==> config.mk <==
export PLATFORM = sky130hd
export DESIGN_NAME = decode_rf_pipe
export DESIGN_NICKNAME = d
export VERILOG_FILES = /design/src/rtl/decode_pkg.sv /design/src/rtl/regfile_2r1w.sv /design/src/rtl/decode_rf_pipe.sv
export SDC_FILE = /design/constraint.sdc
export NUM_CORES = 2
export LEC_CHECK = 0
export BUFFER_PORTS_ARGS = -buffer_cell sky130_fd_sc_hd__buf_2
export CAP_MARGIN = 20
export CORE_MARGIN = 1.5
export CORE_UTILIZATION = 39
export DETAILED_ROUTE_END_ITERATION = 7
export GPL_ROUTABILITY_DRIVEN = 0
export PLACE_DENSITY_LB_ADDON = 0.25
export REMOVE_ABC_BUFFERS = 1
export SLEW_MARGIN = 20
export SYNTH_ARGS = -nofsm -noshare
export SYNTH_HDL_FRONTEND = slang
export SYNTH_SLANG_ARGS = --single-unit
export TNS_END_PERCENT = 30
==> constraint.sdc <==
create_clock -name clk -period 3.7 [get_ports clk]
set_input_delay 0.74 -clock clk [delete_from_list [all_inputs] [get_ports clk]]
set_output_delay 0.74 -clock clk [all_outputs]
set_load 0.1 [all_outputs]
==> src/rtl/decode_pkg.sv <==
// rtl/decode_pkg.sv - instruction field layout and opcode constants for decode_rf_pipe
package decode_pkg;

   localparam int OPC_LSB  = 25;
   localparam int OPC_W    = 7;
   localparam int DST_LSB  = 20;
   localparam int SRC1_LSB = 15;
   localparam int SRC2_LSB = 10;
   localparam int REG_W    = 5;
   localparam int OFF_LSB  = 0;
   localparam int OFF_W    = 10;

   localparam logic [OPC_W-1:0] OP_LOAD    = 7'h03;
   localparam logic [OPC_W-1:0] OP_ALU_IMM = 7'h13;
   localparam logic [OPC_W-1:0] OP_STORE   = 7'h23;
   localparam logic [OPC_W-1:0] OP_ALU     = 7'h33;

   localparam logic [OPC_W-1:0] LOAD_OP_DEFAULT = OP_LOAD;

endpackage

==> src/rtl/regfile_2r1w.sv <==
// rtl/regfile_2r1w.sv - architectural register array, two combinational reads, one write
module regfile_2r1w #(
   parameter int XLEN       = 32,
   parameter int NREG       = 32,
   parameter int ZERO_REG   = 0,
   parameter int RESET_INIT = 1,
   localparam int AW        = $clog2(NREG)
) (
   input  logic            clk,
   input  logic            rst_n,
   input  logic            we,
   input  logic [AW-1:0]   waddr,
   input  logic [XLEN-1:0] wdata,
   input  logic [AW-1:0]   raddr1,
   input  logic [AW-1:0]   raddr2,
   output logic [XLEN-1:0] rdata1,
   output logic [XLEN-1:0] rdata2
);

   logic [XLEN-1:0] regs [NREG];

   always_ff @(posedge clk or negedge rst_n) begin
      if (!rst_n) begin
         for (int i = 0; i < NREG; i++)
            regs[i] <= (RESET_INIT != 0) ? XLEN'(i + 10) : '0;
      end else if (we && !(ZERO_REG != 0 && waddr == '0)) begin
         regs[waddr] <= wdata;
      end
   end

   assign rdata1 = (ZERO_REG != 0 && raddr1 == '0) ? '0 : regs[raddr1];
   assign rdata2 = (ZERO_REG != 0 && raddr2 == '0) ? '0 : regs[raddr2];

endmodule

==> src/rtl/decode_rf_pipe.sv <==
// rtl/decode_rf_pipe.sv - decode stage with register read, writeback bypass and load-use scoreboard
module decode_rf_pipe #(
   parameter int         XLEN       = 32,
   parameter int         NREG       = 32,
   parameter int         ZERO_REG   = 0,
   parameter int         RESET_INIT = 1,
   parameter logic [6:0] LOAD_OP    = decode_pkg::LOAD_OP_DEFAULT
) (
   input  logic            clk,
   input  logic            rst_n,
   input  logic            in_valid,
   output logic            in_ready,
   input  logic [31:0]     instruction,
   input  logic            flush,
   input  logic            wb_en,
   input  logic [4:0]      wb_dst,
   input  logic [XLEN-1:0] wb_data,
   output logic            out_valid,
   input  logic            out_ready,
   output logic [6:0]      opcode,
   output logic [4:0]      dst,
   output logic [4:0]      src1_reg,
   output logic [4:0]      src2_reg,
   output logic [9:0]      offsetlo,
   output logic [XLEN-1:0] offset_sext,
   output logic [XLEN-1:0] src1,
   output logic [XLEN-1:0] src2,
   output logic            hazard_stall
);
   import decode_pkg::*;

   localparam int AW = $clog2(NREG);

   logic [AW-1:0]   s1_idx, s2_idx, wb_idx, held_dst_idx;
   logic [XLEN-1:0] rf_rd1, rf_rd2, op1, op2;
   logic [NREG-1:0] pending;
   logic            wb_hit1, wb_hit2, hazard, slot_free, accept, load_retire;

   assign s1_idx       = instruction[SRC1_LSB +: AW];
   assign s2_idx       = instruction[SRC2_LSB +: AW];
   assign wb_idx       = wb_dst[AW-1:0];
   assign held_dst_idx = dst[AW-1:0];

   regfile_2r1w #(
      .XLEN(XLEN), .NREG(NREG), .ZERO_REG(ZERO_REG), .RESET_INIT(RESET_INIT)
   ) u_rf (
      .clk(clk), .rst_n(rst_n),
      .we(wb_en), .waddr(wb_idx), .wdata(wb_data),
      .raddr1(s1_idx), .raddr2(s2_idx),
      .rdata1(rf_rd1), .rdata2(rf_rd2)
   );

   assign wb_hit1 = wb_en && (wb_idx == s1_idx);
   assign wb_hit2 = wb_en && (wb_idx == s2_idx);

   // Register 0 stays zero even when a writeback to it is being bypassed.
   always_comb begin
      op1 = wb_hit1 ? wb_data : rf_rd1;
      op2 = wb_hit2 ? wb_data : rf_rd2;
      if (ZERO_REG != 0 && s1_idx == '0) op1 = '0;
      if (ZERO_REG != 0 && s2_idx == '0) op2 = '0;
   end

   // A held load is not yet in the scoreboard, so it is matched directly.
   assign hazard = (pending[s1_idx] && !wb_hit1) || (pending[s2_idx] && !wb_hit2) ||
                   (out_valid && opcode == LOAD_OP &&
                    (held_dst_idx == s1_idx || held_dst_idx == s2_idx));

   assign slot_free    = !out_valid || out_ready;
   assign in_ready     = slot_free && !hazard && !flush;
   assign hazard_stall = slot_free && hazard && !flush;
   assign accept       = in_valid && in_ready;
   assign load_retire  = out_valid && out_ready && !flush && opcode == LOAD_OP;

   // Set is applied last so it wins over a same-edge writeback clear.
   always_ff @(posedge clk or negedge rst_n) begin
      if (!rst_n) begin
         pending <= '0;
      end else begin
         if (wb_en)       pending[wb_idx]       <= 1'b0;
         if (load_retire) pending[held_dst_idx] <= 1'b1;
      end
   end

   always_ff @(posedge clk or negedge rst_n) begin
      if (!rst_n) begin
         out_valid   <= 1'b0;
         opcode      <= '0;
         dst         <= '0;
         src1_reg    <= '0;
         src2_reg    <= '0;
         offsetlo    <= '0;
         offset_sext <= '0;
         src1        <= '0;
         src2        <= '0;
      end else if (accept) begin
         out_valid   <= 1'b1;
         opcode      <= instruction[OPC_LSB +: OPC_W];
         dst         <= instruction[DST_LSB +: REG_W];
         src1_reg    <= instruction[SRC1_LSB +: REG_W];
         src2_reg    <= instruction[SRC2_LSB +: REG_W];
         offsetlo    <= instruction[OFF_LSB +: OFF_W];
         offset_sext <= {{(XLEN-OFF_W){instruction[OFF_LSB+OFF_W-1]}}, instruction[OFF_LSB +: OFF_W]};
         src1        <= op1;
         src2        <= op2;
      end else if (flush || out_ready) begin
         out_valid   <= 1'b0;
      end
   end

endmodule

After elaboration in Yosys (flattened, before gate mapping)
Cells that the tools add are included.
W data, S select, Z words.
{"block": "op_classes", "n_lt_le_gt_ge": 10, "eq_ne": 5, "mux": 23, "n_bitwise": 6, "n_reduce_logical": 28}
{"op": "$bwmux W1024", "n": 1}
{"op": "$bmux W32 S5", "n": 2}
{"op": "$mux W32", "n": 9}
{"op": "$demux W32 S5", "n": 1}
{"op": "$and A32 B32 Y32", "n": 1}
{"op": "$not A32 Y32", "n": 1}
{"op": "$or A32 B32 Y32", "n": 1}
{"op": "$lt A5 B6 Y1 const B", "n": 4}
{"op": "$eq A5 B5 Y1", "n": 4}
{"op": "$ge A6 B6 Y1 const B", "n": 3}
{"op": "$not A5 Y6", "n": 3}
{"op": "$logic_and A1 B1 Y1", "n": 17}
{"op": "$bmux W1 S5", "n": 2}
{"op": "$demux W1 S5", "n": 2}
{"op": "$ge A5 B1 Y1 const B", "n": 2}
{"op": "$eq A7 B2 Y1 const B", "n": 1}
{"op": "$lt A6 B1 Y1 const B", "n": 1}
{"op": "$mux W1", "n": 6}
{"op": "$logic_not A1 Y1", "n": 5}
{"op": "$logic_or A1 B1 Y1", "n": 5}
{"op": "$reduce_bool A2 Y1", "n": 1}
{"block": "word_totals", "regBits": 1163, "out_inout_bits": 131, "wordCells": 114}

Longest topological paths before layout
{"block": "depth", "word_depth": 11, "depth_mapped": 10, "mapped_depth_nobuf": 6}

Hierarchy
Synthesis repeated with hierarchy kept, for this count alone.
{"block": "hier_totals", "cells_unflattened": 5146, "area_unflattened_um2": 63400.8}
{"mod": "regfile_2r1w", "n_inst": 1, "cells_per_inst": 4605, "area_per_inst_um2": 56357.8}
{"mod": "decode_rf_pipe", "n_inst": 1, "cells_per_inst": 541, "area_per_inst_um2": 7043.0}

Worst setup path after synthesis
No wires, ideal clock.
{"block": "synth_timing", "path_kind": "input-to-output", "start": "in instruction[17]", "end": "out hazard_stall", "arrival_ns": 4.298, "path_slack_ns": -1.338, "cell_stages": 7, "path_buffers": 2, "path_cell_list": "clkbuf_1 > clkbuf_1 > a2bb2oi_1 > a221oi_1 > nor4_1 > nor3_1 > nor3_1"}
{"block": "synth_via", "elab_chain_len": 8, "elab_cells_between_ends": 13}
{"element": "from (decl)", "line_no": "decode_rf_pipe.sv:13", "source": "input logic [31:0] instruction,"}
{"element": "branches (longest 5 deep; another with $bmux W1 S5)"}
{"element": "$logic_or A1 B1 Y1 *", "line_no": "decode_rf_pipe.sv:65", "source": "assign hazard = (pending[s1_idx] && !wb_hit1) || (pending[s2_idx] && !wb_hit2) ||"}
{"element": "$logic_and A1 B1 Y1 * (2 in a row)", "line_no": "decode_rf_pipe.sv:71", "source": "assign hazard_stall = slot_free && hazard && !flush;"}
{"element": "to (decl)", "line_no": "decode_rf_pipe.sv:28", "source": "output logic hazard_stall"}
Every way passes the cells marked *. The select of a mux whose other input is x is not followed.

Final worst setup path
{"block": "layout_timing", "start": "reg pending[15]", "end": "out hazard_stall"}
{"block": "layout_via", "elab_chain_len": 7, "elab_cells_between_ends": 10}
{"element": "from (decl)", "line_no": "decode_rf_pipe.sv:36", "source": "logic [NREG-1:0] pending;"}
{"element": "from (signal assigned)", "line_no": "decode_rf_pipe.sv:78", "source": "pending <= '0;"}
{"element": "from (signal, indexed assignment)", "line_no": "decode_rf_pipe.sv:80", "source": "if (wb_en) pending[wb_idx] <= 1'b0;"}
{"element": "from (signal, indexed assignment)", "line_no": "decode_rf_pipe.sv:81", "source": "if (load_retire) pending[held_dst_idx] <= 1'b1;"}
{"element": "$bmux W1 S5", "line_no": "decode_rf_pipe.sv:65"}
{"element": "$mux W1 (not written as such)", "line_no": "decode_rf_pipe.sv:65"}
{"element": "$logic_and A1 B1 Y1", "line_no": "decode_rf_pipe.sv:65"}
{"element": "$logic_or A1 B1 Y1 * (2 in a row)", "line_no": "decode_rf_pipe.sv:65"}
{"element": "$logic_and A1 B1 Y1 * (2 in a row)", "line_no": "decode_rf_pipe.sv:71"}
Mark *: on every way between the ends. The rest lies on a longest branch, timed or not. The select of a mux whose other input is x is not followed.

==> impl_metrics.toml <==
[synth]
synth_top_area_share_pct = 44.58
synth_top_cell_by_area = "dfrtp_1"
yosysMostFrequentCell = "dfrtp_1"
netlist_area_um2 = 59670
seq_area_frac_synth_pct = 48.55
synth_cell_types = 46
syn_avg_cell_area_um2 = 12.99
synth_edf_count = 0
yosysWarnings = 0
synth_flop_cell = "dfrtp_1"
ys_ff_latch = 1153
synth_common_cells = "dfrtp_1 (1063), o21ai_0 (635), nand2_1 (581)"
ys_top_cells_by_area = "dfrtp_1 (45%), mux4_2 (20%), mux2_2 (10%)"
synthArstFlopShare_pct = 100.0
syn-instance-count = 4594

[power]
power_frac_comb_pct = 27.6
p_seq_share_pct = 41.7
net-switching-power_mw = 14.12
peakVddDrop_v = 0.0005418
swShare_pct = 34.37
internal-power_mw = 26.96
fin_total_pwr_mw = 41.08
power.density_nw_per_um2 = 607.5
clkPwrFrac_pct = 30.7
power_leakage_nw = 29.32

[worst_setup_path]
critical_path_peak_fanout = 3
end_kind = "output pin"
cp-start-kind = "flip-flop"
rr_startpoint = "pending[15]"
worstPathRequired_ns = 2.96
critical_path_class = "flip-flop to output pin"
crit_start = "pending[15]"
worst_ep_arrival_time_ns = 2.91

[routing]
wirelength_mm = 179.7
routed.top_layer = "met5"
drtAntennaViolNets = 0
firstDrtPassIters = 5
route.met3.wl_mm = 12.04
drt_iter0_markers = 3305
wire_per_inst_um = 26.66
dr_wl_met2_mm = 81.47
via_count = 39655
drc = 0
viasPerCell = 5.883
drt-met1-wl_mm = 81.72

[sta]
fmax_mhz = 274.2
timing.final.crit_period_ns = 3.647
hold_slack_ns = 0.1996
hold_viol_final = 0
setup-violations-final = 0
rsz0062_at_grt = "yes"
slew_viol_final = 0
slew-limit-headroom_pct = 15.59
setup_tns_ns = 0
period_share_pct = 98.57
finClkSkew_ns = 0.02469
worst_slack_ns = 0.05290
worst_pin_slew_ns = 1.266

[clock_tree]
clock-sinks = 1153
numCtsBuffers = 131
tritoncts = "built"
cts_root_buf = "clkbuf_16"
clk_path_buf_depth = 3
clk_pin_slew_ns = 0.06
ctsHtreeMaxLevel = 4
clk_latency_ns = 0.77

[global_routing]
antenna_found_initial = 8
grt_max_degree = 133
grt_first_pass_wirelength_mm = 271.6
grt_pass1_vias = 40377
grtUsageTotal_pct = 23.32
grt-ovfl-total = 0

[placed_design]
port_buffers = 205
dp_hpwl_mm = 107.6
placed_cell_area_um2 = 63460
dp_worst_setup_slack_ns = 0.09140

[die]
dieArea_um2 = 155300
core-area_um2 = 151900
ios = 206
die_y_um = 394.1
core.rowCount = 143
die_width_um = 394.1
initial_utilization_pct = 39.28

[final_layout]
fin_nets = 4688
largest_reg_flops = 1024
area_growth_pct = 13.32
final_area_um2 = 67610
drive_gt1_share_pct = 37.59

[min_path]
holdCritStartpoint = "instruction[26]"
hold_path.class = "primary input to flip-flop"

[flow_run]
maxCapViolCount = 0

[outcome]
status = "finished clean"
==> power groups by stage <==
stage	clock network [mW]	logic, mW	registers, mW
after floorplan	0	5.02	20.1
after global placement	0	11.2	17.1
after detailed placement	0	11.4	17.3
after CTS	12.9	11.4	17.1
after global routing	13.4	12.1	17.5
final	12.6	11.3	17.1
==> cells in the final DEF (no fill, tap or decap), types with 19 or more instances in the layout <==
cell type | synthesis | routed
nor2_4 | 0 | 19
nand2_1 | 581 | 565
mux2i_1 | 268 | 268
buf_2 | 56 | 196
dfrtp_1 | 1063 | 1063
mux2_1 | 40 | 40
o21ai_0 | 635 | 635
a22oi_1 | 130 | 130
clkbuf_1 | 341 | 34
mux2_2 | 539 | 539
dfstp_2 | 90 | 90
clkbuf_8 | 0 | 25
inv_1 | 40 | 40
mux4_2 | 523 | 523
buf_12 | 0 | 51
nand3_1 | 75 | 73
clkinv_2 | 0 | 24
clkbuf_16 | 0 | 133
buf_4 | 37 | 121
==> final timing paths <==
kind	end	slack, ns	cells after the start
setup / recovery	hazard_stall	0.05	8
hold / removal	opcode[1]	0.20	2
setup reg to reg	src2[31]	0.70	9
hold reg to reg	src2[22]	0.48	1
max in group asynchronous	u_rf.regs[321]	2.02	4
min in group asynchronous	u_rf.regs[28]	0.61	2
==> layout make-up <==
class	instances	area (µm²)
multi-input combinational	2911	28830
antenna	2	5.005
fill	13650	84290
clock buffer	192	3800
sequential	1153	28970
timing repair buffer	376	3025
inverter	40	150.1
tap	2030	2540
clock inverter	37	296.5
==> cell families after synthesis <==
kind of cell    share of synthesized area [%]
flops                                   48.55
buf+inv                                 3.684
compound gates                          7.264
simple gates                            5.048
xor+xnor                               0.2936
mux                                     35.16
==> worst max-delay path, stage by stage (launching register included) <==
cell      delay [ns]
dfrtp_1         0.41
mux4_2          0.47
mux2_2          0.29
a221oi_2        0.28
nor4_2          0.09
nor3_2          0.19
nor3_1          0.09
buf_4           0.15
buf_12          0.16
==> repair_timing <==
action / in CTS / in global routing
setup buffers: 3 / 0
setup endpoints to repair: 2 / 2
endpoints found under the hold margin: 7 / 0
hold buffers: 1 / 0
resized for setup: 3 / 0
pin swaps: 3 / 0
==> through the flow <==
stage / util (%) / instances
after global placement: 41.78 / 6506
after floorplan: - / 4104
after CTS: 44.51 / 6739
after detailed placement: 41.78 / 6506
final: 44.51 / 6741
after global routing: 44.51 / 6740
==> layer usage <==
| layer | vias up | track usage, % |
|---|---|---|
| met4 | 4 | 6.219 |
| li1 | 17075 | - |
| met5 | - | 0 |
| met2 | 1276 | 35.65 |
| met3 | 266 | 4.820 |
| met1 | 21034 | 33.75 |
(Power assumes the default switching activity.)
